### config.mk
export PLATFORM = sky130hd
export DESIGN_NAME = seat_table_reader
export DESIGN_NICKNAME = d
export VERILOG_FILES = /design/src/rtl/seat_table_reader.sv
export SDC_FILE = /design/constraint.sdc
export NUM_CORES = 1
export LEC_CHECK = 0
export ABC_AREA = 1
export BUFFER_PORTS_ARGS = -buffer_cell sky130_fd_sc_hd__buf_2
export CORE_ASPECT_RATIO = 1.75
export CORE_MARGIN = 5
export CORE_UTILIZATION = 45
export CTS_CLUSTER_SIZE = 30
export DETAILED_ROUTE_END_ITERATION = 7
export PLACE_DENSITY = 0.8
export SYNTH_ARGS = -nofsm -noshare
export SYNTH_HDL_FRONTEND = slang
export SYNTH_SLANG_ARGS = --single-unit
### constraint.sdc
create_clock -name clk -period 3.8 [get_ports clk]
set_input_delay 0.76 -clock clk [delete_from_list [all_inputs] [get_ports clk]]
set_output_delay 0.76 -clock clk [all_outputs]
set_load 0.005 [all_outputs]
### src/rtl/seat_table_reader.sv
// seat_table_reader: read-side scanner for the seat record memory.
// Walks every seat record through a synchronous read port. A status scan
// produces EMPTY / AWAY / OCCUPIED+RESERVED counts and a mask of AWAY seats
// whose timeout has expired. A lookup reports the lowest seat holding a
// given student number.
// Optional build macro SEAT_READER_AUTO_EN adds a free-running counter that
// requests a scan every AUTO_PERIOD cycles, in addition to start_scan.

module seat_table_reader #(
  parameter int SEATS       = 32,
  parameter int ADDR_W      = 5,
  parameter int SID_W       = 32,
  parameter int TIME_W      = 11,
  parameter int AUTO_PERIOD = 1024
) (
  input  logic                clk,
  input  logic                rst,
  input  logic                start_scan,
  input  logic                find_req,
  input  logic [SID_W-1:0]    find_student,
  input  logic [TIME_W-1:0]   now_time,
  input  logic [TIME_W-1:0]   limit_time,
  output logic                rd_en,
  output logic [ADDR_W-1:0]   rd_addr,
  input  logic [SID_W-1:0]    rd_student,
  input  logic [TIME_W-1:0]   rd_time,
  input  logic [1:0]          rd_state,
  output logic                busy,
  output logic                done,
  output logic [ADDR_W:0]     empty_cnt,
  output logic [ADDR_W:0]     away_cnt,
  output logic [ADDR_W:0]     occ_cnt,
  output logic [SEATS-1:0]    expired_mask,
  output logic                find_hit,
  output logic [ADDR_W-1:0]   find_seat
);

  localparam int CNT_W = ADDR_W + 1;
  localparam logic [ADDR_W-1:0] LAST_ADDR = ADDR_W'(SEATS - 1);

  // Record state encoding as stored by the seating controller.
  localparam logic [1:0] ST_EMPTY = 2'd0;
  localparam logic [1:0] ST_AWAY  = 2'd1;

  typedef enum logic [2:0] {
    S_IDLE,
    S_SCAN,
    S_FIND,
    S_DRAIN,
    S_DONE
  } state_t;

  // Elaboration-time sanity checks on the parameter set.
  if (SEATS > (1 << ADDR_W)) begin : g_bad_seats
    $error("SEATS does not fit in ADDR_W address bits");
  end
  if (AUTO_PERIOD < 2) begin : g_bad_period
    $error("AUTO_PERIOD must be at least 2");
  end

  state_t              state_q;
  logic                rd_en_q;
  logic [ADDR_W-1:0]   rd_addr_q;
  logic                mode_find_q;   // 1: current operation is a lookup
  logic                eval_valid_q;  // read data on rd_* belongs to eval_addr_q
  logic [ADDR_W-1:0]   eval_addr_q;

  // Shadow accumulators; published to the outputs only when a scan finishes.
  logic [CNT_W-1:0]    empty_sh_q, empty_sh_d;
  logic [CNT_W-1:0]    away_sh_q,  away_sh_d;
  logic [CNT_W-1:0]    occ_sh_q,   occ_sh_d;
  logic [SEATS-1:0]    mask_sh_q,  mask_sh_d;

  logic                busy_q;
  logic                done_q;
  logic [CNT_W-1:0]    empty_cnt_q, away_cnt_q, occ_cnt_q;
  logic [SEATS-1:0]    expired_mask_q;
  logic                find_hit_q;
  logic [ADDR_W-1:0]   find_seat_q;

  logic [TIME_W-1:0]   elapsed;
  logic                rec_expired;
  logic                rec_match;
  logic                eval_scan;
  logic                eval_find;
  logic                hit_now;
  logic                scan_req;

`ifdef SEAT_READER_AUTO_EN
  localparam int AUTO_W = $clog2(AUTO_PERIOD);

  logic [AUTO_W-1:0] auto_cnt_q;
  logic              auto_pend_q;
  logic              auto_tick;

  assign auto_tick = (auto_cnt_q == AUTO_W'(AUTO_PERIOD - 1));

  // Free-running period counter; a tick that lands mid-operation is held
  // (at most one) until the FSM is back in IDLE.
  always_ff @(posedge clk or posedge rst) begin
    if (rst) begin
      auto_cnt_q  <= '0;
      auto_pend_q <= 1'b0;
    end else begin
      auto_cnt_q <= auto_tick ? '0 : auto_cnt_q + AUTO_W'(1);
      if (state_q == S_IDLE) begin
        auto_pend_q <= 1'b0;
      end else if (auto_tick) begin
        auto_pend_q <= 1'b1;
      end
    end
  end

  assign scan_req = start_scan | auto_tick | auto_pend_q;
`else
  assign scan_req = start_scan;
`endif

  // Evaluate the record returned by the previous cycle's read.
  always_comb begin
    // NOTE: every variable gets a default before any branch so no latch is inferred.
    empty_sh_d = empty_sh_q;
    away_sh_d  = away_sh_q;
    occ_sh_d   = occ_sh_q;
    mask_sh_d  = mask_sh_q;

    // Modular subtraction handles the timestamp wrapping past 2^TIME_W.
    elapsed     = now_time - rd_time;
    rec_expired = (rd_state == ST_AWAY) && (elapsed > limit_time);
    rec_match   = (rd_student == find_student) && (rd_state != ST_EMPTY);

    eval_scan = eval_valid_q && !mode_find_q &&
                ((state_q == S_SCAN) || (state_q == S_DRAIN));
    eval_find = eval_valid_q && mode_find_q &&
                ((state_q == S_FIND) || (state_q == S_DRAIN));
    hit_now   = eval_find && rec_match;

    if (eval_scan) begin
      case (rd_state)
        ST_EMPTY: empty_sh_d = empty_sh_q + CNT_W'(1);
        ST_AWAY: begin
          away_sh_d = away_sh_q + CNT_W'(1);
          if (rec_expired) begin
            mask_sh_d[eval_addr_q] = 1'b1;
          end
        end
        default:  occ_sh_d = occ_sh_q + CNT_W'(1);
      endcase
    end
  end

  // Control FSM with registered read strobe, status and result outputs.
  always_ff @(posedge clk or posedge rst) begin
    if (rst) begin
      state_q        <= S_IDLE;
      rd_en_q        <= 1'b0;
      rd_addr_q      <= '0;
      mode_find_q    <= 1'b0;
      eval_valid_q   <= 1'b0;
      eval_addr_q    <= '0;
      empty_sh_q     <= '0;
      away_sh_q      <= '0;
      occ_sh_q       <= '0;
      mask_sh_q      <= '0;
      busy_q         <= 1'b0;
      done_q         <= 1'b0;
      empty_cnt_q    <= '0;
      away_cnt_q     <= '0;
      occ_cnt_q      <= '0;
      expired_mask_q <= '0;
      find_hit_q     <= 1'b0;
      find_seat_q    <= '0;
    end else begin
      // NOTE: non-blocking assignments only, so every register sees pre-edge values.
      done_q       <= 1'b0;
      eval_valid_q <= rd_en_q;
      eval_addr_q  <= rd_addr_q;
      empty_sh_q   <= empty_sh_d;
      away_sh_q    <= away_sh_d;
      occ_sh_q     <= occ_sh_d;
      mask_sh_q    <= mask_sh_d;

      case (state_q)
        S_IDLE: begin
          if (scan_req) begin
            state_q     <= S_SCAN;
            mode_find_q <= 1'b0;
            rd_en_q     <= 1'b1;
            rd_addr_q   <= '0;
            busy_q      <= 1'b1;
            empty_sh_q  <= '0;
            away_sh_q   <= '0;
            occ_sh_q    <= '0;
            mask_sh_q   <= '0;
          end else if (find_req) begin
            state_q     <= S_FIND;
            mode_find_q <= 1'b1;
            rd_en_q     <= 1'b1;
            rd_addr_q   <= '0;
            busy_q      <= 1'b1;
          end
        end

        S_SCAN: begin
          if (rd_addr_q == LAST_ADDR) begin
            rd_en_q   <= 1'b0;
            rd_addr_q <= '0;
            state_q   <= S_DRAIN;
          end else begin
            rd_addr_q <= rd_addr_q + ADDR_W'(1);
          end
        end

        S_FIND: begin
          if (hit_now) begin
            // First match is the lowest address; stop reading immediately.
            rd_en_q     <= 1'b0;
            rd_addr_q   <= '0;
            state_q     <= S_DONE;
            done_q      <= 1'b1;
            find_hit_q  <= 1'b1;
            find_seat_q <= eval_addr_q;
          end else if (rd_addr_q == LAST_ADDR) begin
            rd_en_q   <= 1'b0;
            rd_addr_q <= '0;
            state_q   <= S_DRAIN;
          end else begin
            rd_addr_q <= rd_addr_q + ADDR_W'(1);
          end
        end

        S_DRAIN: begin
          state_q <= S_DONE;
          done_q  <= 1'b1;
          if (mode_find_q) begin
            find_hit_q  <= hit_now;
            find_seat_q <= hit_now ? eval_addr_q : '0;
          end else begin
            // Publish all results together, including the last record.
            empty_cnt_q    <= empty_sh_d;
            away_cnt_q     <= away_sh_d;
            occ_cnt_q      <= occ_sh_d;
            expired_mask_q <= mask_sh_d;
          end
        end

        S_DONE: begin
          state_q <= S_IDLE;
          busy_q  <= 1'b0;
        end

        default: begin
          state_q <= S_IDLE;
          rd_en_q <= 1'b0;
          busy_q  <= 1'b0;
        end
      endcase
    end
  end

  assign rd_en        = rd_en_q;
  assign rd_addr      = rd_addr_q;
  assign busy         = busy_q;
  assign done         = done_q;
  assign empty_cnt    = empty_cnt_q;
  assign away_cnt     = away_cnt_q;
  assign occ_cnt      = occ_cnt_q;
  assign expired_mask = expired_mask_q;
  assign find_hit     = find_hit_q;
  assign find_seat    = find_seat_q;

endmodule

==> metrics.yaml, run 1 <==
syn_area_per_cell_um2: 8.020
hold_path_startpoint: "rd_en$_DFFE_PP0P_"
rsz0062_at_grt: "no"
cts.sinks: 124
die_height_um: 167.8
drt_iter0_drc: 210
ir_worst_vdd_v: 0.0003469
grt-busiest-layer: "met2"
cp_data_arrival_time_ps: 3820
instances_no_fill: 1164
worstSetupPathType: "in2reg"
critPathBufInv: 5
core-area_um2: 13910
fin_skew_ps: 9.044
p_int_mw: 3.232
max_freq_ghz: 0.2875
path_clk_slew_ps: 60
p_sw_frac: 0.3187
antenna_cells: 0
gr-usage-met2: 0.3590
crit_family: "simple AND/OR/NAND/NOR gates"
ys_ff_latch: 124
wl_mm: 16.02
final_util: 0.5825
path_cells: "buf_2, inv_1, ha_1, inv_1, fa_1, a21oi_1, nor2_1, nor2_1, xor2_1, inv_1, ha_1, nand2_1, nor2_1, nand3_1, nand3_1, nand3_1, inv_1, nand2_1, o21ai_0, nand2_1, nand2_1"
via_count: 5539
drive_above_1_share: 0.2270
power_density_nw_per_um2: 585.7
worstSetupStartpoint: "now_time[0]"
power.share.sequential: 0.380
slowest_stage: "fa_1"
die_x_um: 100.2
grt_pass1_vias: 5719
grt_use_total: 0.1954
cp_max_fo: 8
grt_pass1_wl_mm: 26.23
synth_nets: 928
numPortBuffers: 166
grtUsageMet1: 0.2104
slew_viol_final: 0
min_period_ps: 3478
leakage_nw: 4.408
p_switching_mw: 1.512
cts_tree: "built"
drc: 0
ys_seq_area_frac: 0.4848
antenna_found_initial: 0
netlist_instances: 798
clockPowerShare: 0.366
place_congestion: 0.9160
place_area_um2: 7460
fin_nets: 1104
rows: 57
status: "finished, final reports clean"
crit_required_ps: 4150
hpwl_mm: 11.89
clockBufferDepth: 2
ys_warn_count: 0
power_frac_comb: 0.254
clk_latency_ps: 410
fin_crit_sh: 0.9152
hold_path.class: "reg2reg"
hold_viol: 0
r2r_start: "state_q[2]$_DFFE_PP0P_"
initial_utilization: 0.4602
drtPass1Iterations: 4
placedCellCount: 1132
setup_violations: 0
hold_ws_ps: 413.0
worstSetupStartpointType: "primary input"
syn-cell-area_um2: 6400
synth.distinct_cells: 34
max-slew-margin-rel: 0.4245
cts_hold_buf: 0
antenna_left: 0
post_cts_buffers: 0
syn2layout_area_growth_pct: 26.57
grt_max_degree: 125
cts_buffers: 17
worst_slew_pin_slew_ps: 861.2
h-tree-depth: 4
total_power_mw: 4.744
drv_cap: 0
root_buffer: "clkbuf_16"
die_area_um2: 16800
post_drt_via_cell_ratio: 4.759
end_kind: "flip-flop"
grt_util_met3: 0.03455
slowest_delay_ps: 420
io_pins: 167
stdcell_area_um2: 8100
grt-ovfl-total: 0
wl_per_cell_um: 13.76
-- layout make-up --
type / count / area (um2)
fill: 1269 / 5807
clock buffer: 20 / 456.7
clock inverter: 12 / 183.9
multi-input combinational: 513 / 2691
sequential: 124 / 3103
timing repair buffer: 173 / 895.9
inverter: 145 / 548.0
tap: 177 / 221.5
-- placed cells by master (no fill, tap or decap), types with 3 or more instances in the layout --
cell type / count
a21oi_1: 15
buf_2: 166
buf_4: 6
bufinv_16: 4
clkbuf_16: 17
clkinvlp_4: 3
dfrtp_1: 124
ha_1: 26
inv_1: 137
inv_2: 7
inv_6: 4
mux2i_1: 4
nand2_1: 214
nand3_1: 24
nand3_2: 3
nand4_1: 6
nor2_1: 80
nor2_4: 3
nor3_1: 13
o21ai_0: 54
o21ai_1: 7
xnor2_1: 30
xor2_1: 18
-- stage by stage --
| stage | TNS [ps] | worst slack, ps |
|---|---|---|
| floorplan | 0 | 515.1 |
| global placement | -67.32 | -36.38 |
| detailed placement | -3046 | -154.6 |
| CTS | 0 | 267.1 |
| global route | 0 | 14.80 |
| finish | 0 | 322.2 |
-- kinds of logic after synthesis --
kind of cell / Yosys count / synth area share
compound gates: 84 / 0.06882
xor+xnor: 48 / 0.06569
fa+ha+maj: 27 / 0.05396
simple gates: 350 / 0.2246
buf+inv: 161 / 0.09580
mux: 4 / 0.006256
flops: 124 / 0.4848
-- power groups by stage --
| stage | combinational (mW) | sequential, mW | clock [mW] |
|---|---|---|---|
| floorplan | 0.678 | 1.82 | 0 |
| global placement | 1.20 | 1.82 | 0 |
| detailed placement | 1.22 | 1.82 | 0 |
| CTS | 1.23 | 1.80 | 1.76 |
| global route | 1.37 | 1.84 | 1.82 |
| finish | 1.21 | 1.80 | 1.74 |
-- layer usage --
metal,routed length (um),share of wire
met5,0,0
met4,481,0.030
met3,713,0.045
met2,8625,0.54
met1,6197,0.39
-- final timing paths --
path | end | slack [ps] | depth (start not counted)
max reg2reg | mask_sh_q[27]$_DFF_PP0_ | 1750 | 9
min | eval_valid_q$_DFF_PP0_ | 410 | 0
min in group asynchronous | empty_cnt[4]$_DFFE_PP0P_ | 530 | 3
max in group asynchronous | expired_mask[31]$_DFFE_PP0P_ | 2770 | 3
max | expired_mask[1]$_DFFE_PP0P_ | 320 | 21
min reg2reg | eval_valid_q$_DFF_PP0_ | 410 | 0
-- state kept, by name, indices dropped and copies added (netlist names) --
register	count
eval_valid_q	1
empty_sh_q	6
find_hit	1
mode_find_q	1
empty_cnt	6
state_q	3
away_sh_q	6
find_seat	5
eval_addr_q	5
busy	1
mask_sh_q	32
occ_sh_q	6
rd_en	1
done	1
occ_cnt	6
rd_addr	5
away_cnt	6
expired_mask	32
-- Yosys cell counts --
cell	number	area [um2]
o22ai_1	1	6.260
nand4_1	6	37.54
nand2_2	1	6.260
inv_2	7	26.28
a211oi_1	1	7.510
a21oi_1	15	75.07
or2_1	1	6.260
a31oi_1	1	6.260
nand2_1	214	803.3
nor3_1	13	65.06
o21ai_2	2	17.52
o21a_1	1	7.510
buf_2	1	5.000
o21ai_1	4	20.02
nand3_1	24	120.1
buf_6	1	11.26
inv_1	138	518.0
ha_1	26	325.3
dfrtp_1	124	3103
nor3_4	1	16.27
nor2_4	2	22.52
o21ai_0	57	285.3
o21bai_1	1	7.510
xnor2_1	30	262.8
xor2_1	18	157.7
mux2i_1	4	40.04
fa_1	1	20.02
o31ai_1	1	7.510
nand3b_1	1	7.510
or2_0	1	6.260
clkbuf_1	14	52.55
nor2_1	81	304.0
nor2_2	2	12.51
nand3_2	3	30.03
-- timing repair --
item	CTS	global route
setup endpoints to repair	0	6
hold endpoints to repair	0	0
resized for setup	0	3
-- worst reg2reg max path, stage by stage (launching register included) --
cell	delay, ps
dfrtp_1	460
nor2_4	190
nand3_2	110
inv_2	120
nand2_2	100
inv_2	110
nand3_1	350
o21ai_0	390
inv_1	80
nor2_1	80
Note: power is estimated with default switching activity, not from simulation.
==> inputs of run 2 (changes only) <==
Settings changed: CTS_CLUSTER_SIZE 30 to 16, GPL_TIMING_DRIVEN from default to 0.
==> run 2 against run 1 <==
Combinational power about the same. Total power fell by 2.7%. Clock skew shrank 2.9 ps. Register-to-register slack improved by 20 ps. Clock power fell by 8%. Routed wire length down 1.7%. Die area unchanged.
==> metrics.yaml, run 2 (synthesis gave the netlist of run 1 again) <==
power_density_nw_per_um2: 569.4  # -2.8%
wl_mm: 15.74  # -1.7%
hpwl_mm: 12.42  # +4.5%
status: "finished, final reports clean"
grt_pass1_vias: 5554  # -2.9%
grt_max_degree: 44  # -65%
die_height_um: 167.8  # unchanged
antenna_cells: 0  # unchanged
r2r_start: "state_q[2]$_DFFE_PP0P_"
slew_viol_final: 0  # unchanged
max-slew-margin-rel: 0.6263  # +0.2018
cp_data_arrival_time_ps: 3850  # +30 ps
drt_iter0_drc: 255  # +21%
grt_use_total: 0.1933  # -0.002086
initial_utilization: 0.4602  # unchanged
place_congestion: 0.9273  # +1.2%
stdcell_area_um2: 8108  # about the same
place_area_um2: 7516  # +0.75%
crit_required_ps: 4140  # about the same
hold_viol: 0  # unchanged
antenna_found_initial: 0  # unchanged
final_cell_mix: "214 x nand2_1, 167 x buf_2, 136 x inv_1"
instances_no_fill: 1173  # +0.77%
path_clk_slew_ps: 50  # about the same
root_buffer: "clkbuf_16"
total_power_mw: 4.617  # -2.7%
leakage_nw: 4.401  # -0.16%
cts_buffers: 17  # unchanged
grt-busiest-layer: "met2"
drive_above_1_share: 0.2209  # -0.006067
clockBufferDepth: 2  # unchanged
setup_tns_ps: 0  # unchanged
cts.sinks: 124  # unchanged
drc: 0  # unchanged
fin_skew_ps: 6.119  # -2.925 ps
path_cells: "buf_2, inv_1, ha_1, inv_1, fa_1, a21oi_2, nor2_1, nor2_1, xor2_1, inv_1, ha_1, nand2_1, nor2_1, nand3_1, nand3_1, nand3_1, inv_2, nand2_1, o21ai_0, inv_1, nor2_1"
post_drt_via_cell_ratio: 4.758  # about the same
worstSetupPathType: "in2reg"
io_pins: 167  # unchanged
drv_cap: 0  # unchanged
clk_latency_ps: 410  # about the same
grt_pass1_wl_mm: 25.88  # -1.3%
worst_slew_pin_slew_ps: 558.5  # -302.7 ps
worstSetupStartpointType: "primary input"
setup_violations: 0  # unchanged
post_cts_buffers: 0  # unchanged
gr-usage-met2: 0.3579  # -0.001155
h-tree-depth: 4  # unchanged
core-area_um2: 13910  # unchanged
reg2regPathDepth: 9  # unchanged
hold_path.class: "in2async"
syn2layout_area_growth_pct: 26.69  # about the same
fin_nets: 1116  # +1.1%
grtUsageMet1: 0.2063  # -0.004108
cp_max_fo: 8  # unchanged
fin_crit_sh: 0.9237  # +0.008519
final_common_cell: "nand2_1"
slowest_stage: "fa_1"
max_freq_ghz: 0.2849  # -0.92%
antenna_left: 0  # unchanged
rows: 57  # unchanged
drtPass1Iterations: 6  # +2
cts_tree: "built"
rsz0062_at_grt: "no"
min_period_ps: 3510  # +32.37 ps
grt_util_met3: 0.04122  # +0.006661
numPortBuffers: 166  # unchanged
end_kind: "flip-flop"
die_area_um2: 16800  # unchanged
via_count: 5581  # +0.76%
ir_worst_vdd_v: 0.0003581  # +3.2%
grt-ovfl-total: 0  # unchanged
slowest_delay_ps: 500  # +80 ps
wl_per_cell_um: 13.42  # -2.5%
worstSetupStartpoint: "now_time[0]"
placedCellCount: 1144  # +1.1%
die_x_um: 100.2  # unchanged
## run 2: path summary, 6_finish.rpt
check                                              end  slack, ps
max in group asynchronous       state_q[1]$_DFFE_PP0P_       2630
min in group clk                eval_valid_q$_DFF_PP0_        390
setup / recovery               mask_sh_q[10]$_DFF_PP0_        290
hold reg to reg                 eval_valid_q$_DFF_PP0_        390
hold / removal             expired_mask[8]$_DFFE_PP0P_        350
setup reg to reg               mask_sh_q[28]$_DFF_PP0_       1770
## run 2: per-stage QoR
step,hold slack [ps],setup WS (ps),utilization
final,352.6,289.8,0.5830
after global routing,381.1,3.766,0.5830
after CTS,354.4,118.7,0.5827
after detailed placement,380.6,-243.5,0.5404
after global placement,383.5,-183.6,0.5361
after floorplan,396.1,515.1,-
## run 2: layout make-up
type	count	area (um2)
multi-input combinational	513	2688
clock buffer	21	470.5
buffer	16	68.82
sequential	124	3103
timing repair buffer	169	890.9
tap	177	221.5
fill	1226	5799
inverter	145	548.0
clock inverter	8	117.6
## run 2: worst max-delay path, delay by kind of cell
kind            cells  cell delay [ps]
compound gates      2              470
buf+inv             6              550
xor+xnor            1              160
fa+ha+maj           3              930
simple gates        9              980
## run 2: routing by layer
layer	vias to the layer above	routed length (um)
li1	2818	-
met1	2586	5803
met5	-	0
met3	29	757
met2	148	8752
met4	0	430
## run 2: what timing repair did
item                       CTS  global route
hold buffers                 0             0
setup endpoints to repair    0            62
gates resized for setup      0             8
## run 2: where the power goes
part / switching, mW / total (mW) / internal [mW]
sequential: 0.179 / 1.79 / 1.61
clock: 0.533 / 1.60 / 1.07
combinational: 0.739 / 1.23 / 0.488
==> inputs of run 3 (changes only) <==
--- a/config.mk
+++ b/config.mk
@@ -15,3 +15,3 @@
 export GPL_TIMING_DRIVEN = 0
-export PLACE_DENSITY = 0.8
+export PLACE_DENSITY = 0.7
 export SYNTH_ARGS = -nofsm -noshare
--- a/constraint.sdc
+++ b/constraint.sdc
@@ -3,2 +3,2 @@
 set_output_delay 0.76 -clock clk [all_outputs]
-set_load 0.005 [all_outputs]
+set_load 0.01 [all_outputs]
==> run 3 against run 2 <==
Total power is 3.1% higher. Design area rose by 0.43%. Highest routed layer unchanged. Setup slack improved by 42 ps. Critical path depth unchanged. Final cell count up 0.26%. Die area unchanged. Register-to-register slack is essentially flat. Largest power group unchanged. Clock power increased by 4%. Utilization is 0.25 points higher. Flip-flop and latch count unchanged. Sequential share of layout area down 0.16 points. First-iteration DRC count fell by 9.0%.
==> metrics.yaml, run 3 (synthesis gave the netlist of run 1 again) <==
status: "finished, final reports clean"
p_int_mw: 3.203  # +1.2%
grt_use_total: 0.1934  # about the same
path_clk_slew_ps: 50  # about the same
seq_area_um2: 3103  # unchanged
cts_hold_buf: 0  # unchanged
h-tree-depth: 4  # unchanged
ir_worst_vdd_v: 0.0003096  # -14%
grt_pass1_wl_mm: 25.96  # +0.32%
grt_pass1_vias: 5621  # +1.2%
drt_iter0_drc: 232  # -9.0%
drtPass1Iterations: 4  # -2
min_period_ps: 3468  # -42.34 ps
cp_max_fo: 8  # unchanged
cts_buffers: 17  # unchanged
fin_nets: 1116  # unchanged
end_kind: "flip-flop"
die_x_um: 100.2  # unchanged
clockBufferDepth: 2  # unchanged
worstSetupPathType: "in2reg"
final_common_cell: "nand2_1"
antenna_left: 0  # unchanged
slew_viol_final: 0  # unchanged
die_height_um: 167.8  # unchanged
drv_cap: 0  # unchanged
worstSetupStartpointType: "primary input"
r2r_slack_ps: 1780  # about the same
wl_per_cell_um: 13.44  # +0.13%
via_count: 5573  # -0.14%
hold_viol: 0  # unchanged
grtUsageMet1: 0.2049  # -0.001412
rows: 57  # unchanged
placedCellCount: 1144  # unchanged
die_area_um2: 16800  # unchanged
hpwl_mm: 12.15  # -2.2%
grt_max_degree: 45  # +2.3%
power_frac_comb: 0.274  # +0.008
grt-busiest-layer: "met2"
worst_slew_pin_slew_ps: 609.1  # +50.55 ps
cp_data_arrival_time_ps: 3810  # -40 ps
instances_no_fill: 1176  # +0.26%
place_area_um2: 7516  # unchanged
max-slew-margin-rel: 0.5924  # -0.03382
power_density_nw_per_um2: 584.6  # +2.7%
antenna_found_initial: 0  # unchanged
gr-usage-met2: 0.3634  # +0.005488
cts.sinks: 124  # unchanged
multi_input_area_um2: 2690  # about the same
initial_utilization: 0.4602  # unchanged
syn2layout_area_growth_pct: 27.23
fin_skew_ps: 7.222  # +1.103 ps
root_buffer: "clkbuf_16"
total_power_mw: 4.760  # +3.1%
place_congestion: 0.9118  # -1.7%
ctsResizeCount: 0  # unchanged
wl_mm: 15.80  # +0.39%
post_cts_buffers: 0  # unchanged
power.share.sequential: 0.376  # -0.012
final_util: 0.5855  # +0.002519
numPortBuffers: 166  # unchanged
rsz0062_at_grt: "no"
hold_path.class: "in2async"
drive_above_1_share: 0.2242  # +0.003341
fin_crit_sh: 0.9126  # -0.01114
reg2regPathDepth: 9  # unchanged
final_cell_mix: "214 x nand2_1, 167 x buf_2, 136 x inv_1"
drc: 0  # unchanged
post_drt_via_cell_ratio: 4.739  # -0.40%
grt_util_met3: 0.03830  # -0.002914
stdcell_area_um2: 8143  # +0.43%
fill_cells: 1319  # +7.6%
clk_latency_ps: 410  # about the same
clockPowerShare: 0.350  # +0.004
core-area_um2: 13910  # unchanged
setup_violations: 0  # unchanged
cts_tree: "built"
crit_required_ps: 4150  # about the same
p_sw_frac: 0.3272  # +0.01278
leakage_nw: 4.406  # +0.11%
max_freq_ghz: 0.2884  # +1.2%
grt-ovfl-total: 0  # unchanged
p_switching_mw: 1.557  # +7.3%
antenna_cells: 0  # unchanged
io_pins: 167  # unchanged
[run 3: cell types whose count changed in the layout (fill, tap and decap cells not counted), sizes merged]
| cell | previous run | this run |
|---|---|---|
| inv | 144 | 145 |
| clkinv | 4 | 3 |
| clkinvlp | 2 | 4 |
| clkbuf | 35 | 36 |
[run 3: per-stage QoR]
stage          setup TNS [ps]  hold slack, ps  worst slack (ps)
2_1_floorplan               0           434.8             515.1
3_3_place_gp           -14800           394.9            -290.7
3_5_place_dp           -16420           395.2            -327.1
4_1_cts                     0           344.1             58.84
5_1_grt                     0           357.6             29.77
6_report                    0           341.9             332.1
[run 3: final cells by class]
| type | instances | share of cell area |
|---|---|---|
| Multi-Input combinational cell | 513 | 0.3304 |
| Timing Repair Buffer | 169 | 0.1094 |
| Buffer | 16 | 0.008451 |
| Clock inverter | 10 | 0.01675 |
| Clock buffer | 22 | 0.05947 |
| Inverter | 145 | 0.06730 |
| Tap cell | 177 | 0.02720 |
| Sequential cell | 124 | 0.3811 |
[run 3: worst max-delay path: stages]
cell	delay (ps)
buf_2	90
inv_1	50
ha_1	160
inv_1	90
fa_1	480
a21oi_2	210
nor2_1	60
nor2_1	130
xor2_1	160
inv_1	60
ha_1	280
nand2_1	60
nor2_2	160
nand3_1	110
nand3_1	90
nand3_1	130
inv_2	170
nand2_1	150
o21ai_1	220
nand2_1	120
nand2_1	80
[run 3: final timing paths]
path / end / from
worst max-delay path: expired_mask[7]$_DFFE_PP0P_ / now_time[0]
worst min-delay path: empty_cnt[5]$_DFFE_PP0P_ / rst
worst max register to register: expired_mask[12]$_DFFE_PP0P_ / state_q[2]$_DFFE_PP0P_
worst min register to register: eval_valid_q$_DFF_PP0_ / rd_en$_DFFE_PP0P_
max in group asynchronous: eval_valid_q$_DFF_PP0_ / rst
min in group clk: eval_valid_q$_DFF_PP0_ / rd_en$_DFFE_PP0P_
[run 3: layer usage]
layer  wire, um  share of wire  vias up
met5          0              0        -
met4        460          0.029        0
met3        613          0.039       36
met2       8741           0.55      120
met1       5987           0.38     2595
li1           -              -     2822
[run 3: power by group through the flow]
stage | sequential [mW] | combinational, mW | clock (mW)
CTS | 1.79 | 1.33 | 1.68
finish | 1.79 | 1.31 | 1.66
global route | 1.84 | 1.49 | 1.75
floorplan | 1.91 | 0.677 | 0
global placement | 1.81 | 1.29 | 0
detailed placement | 1.81 | 1.32 | 0
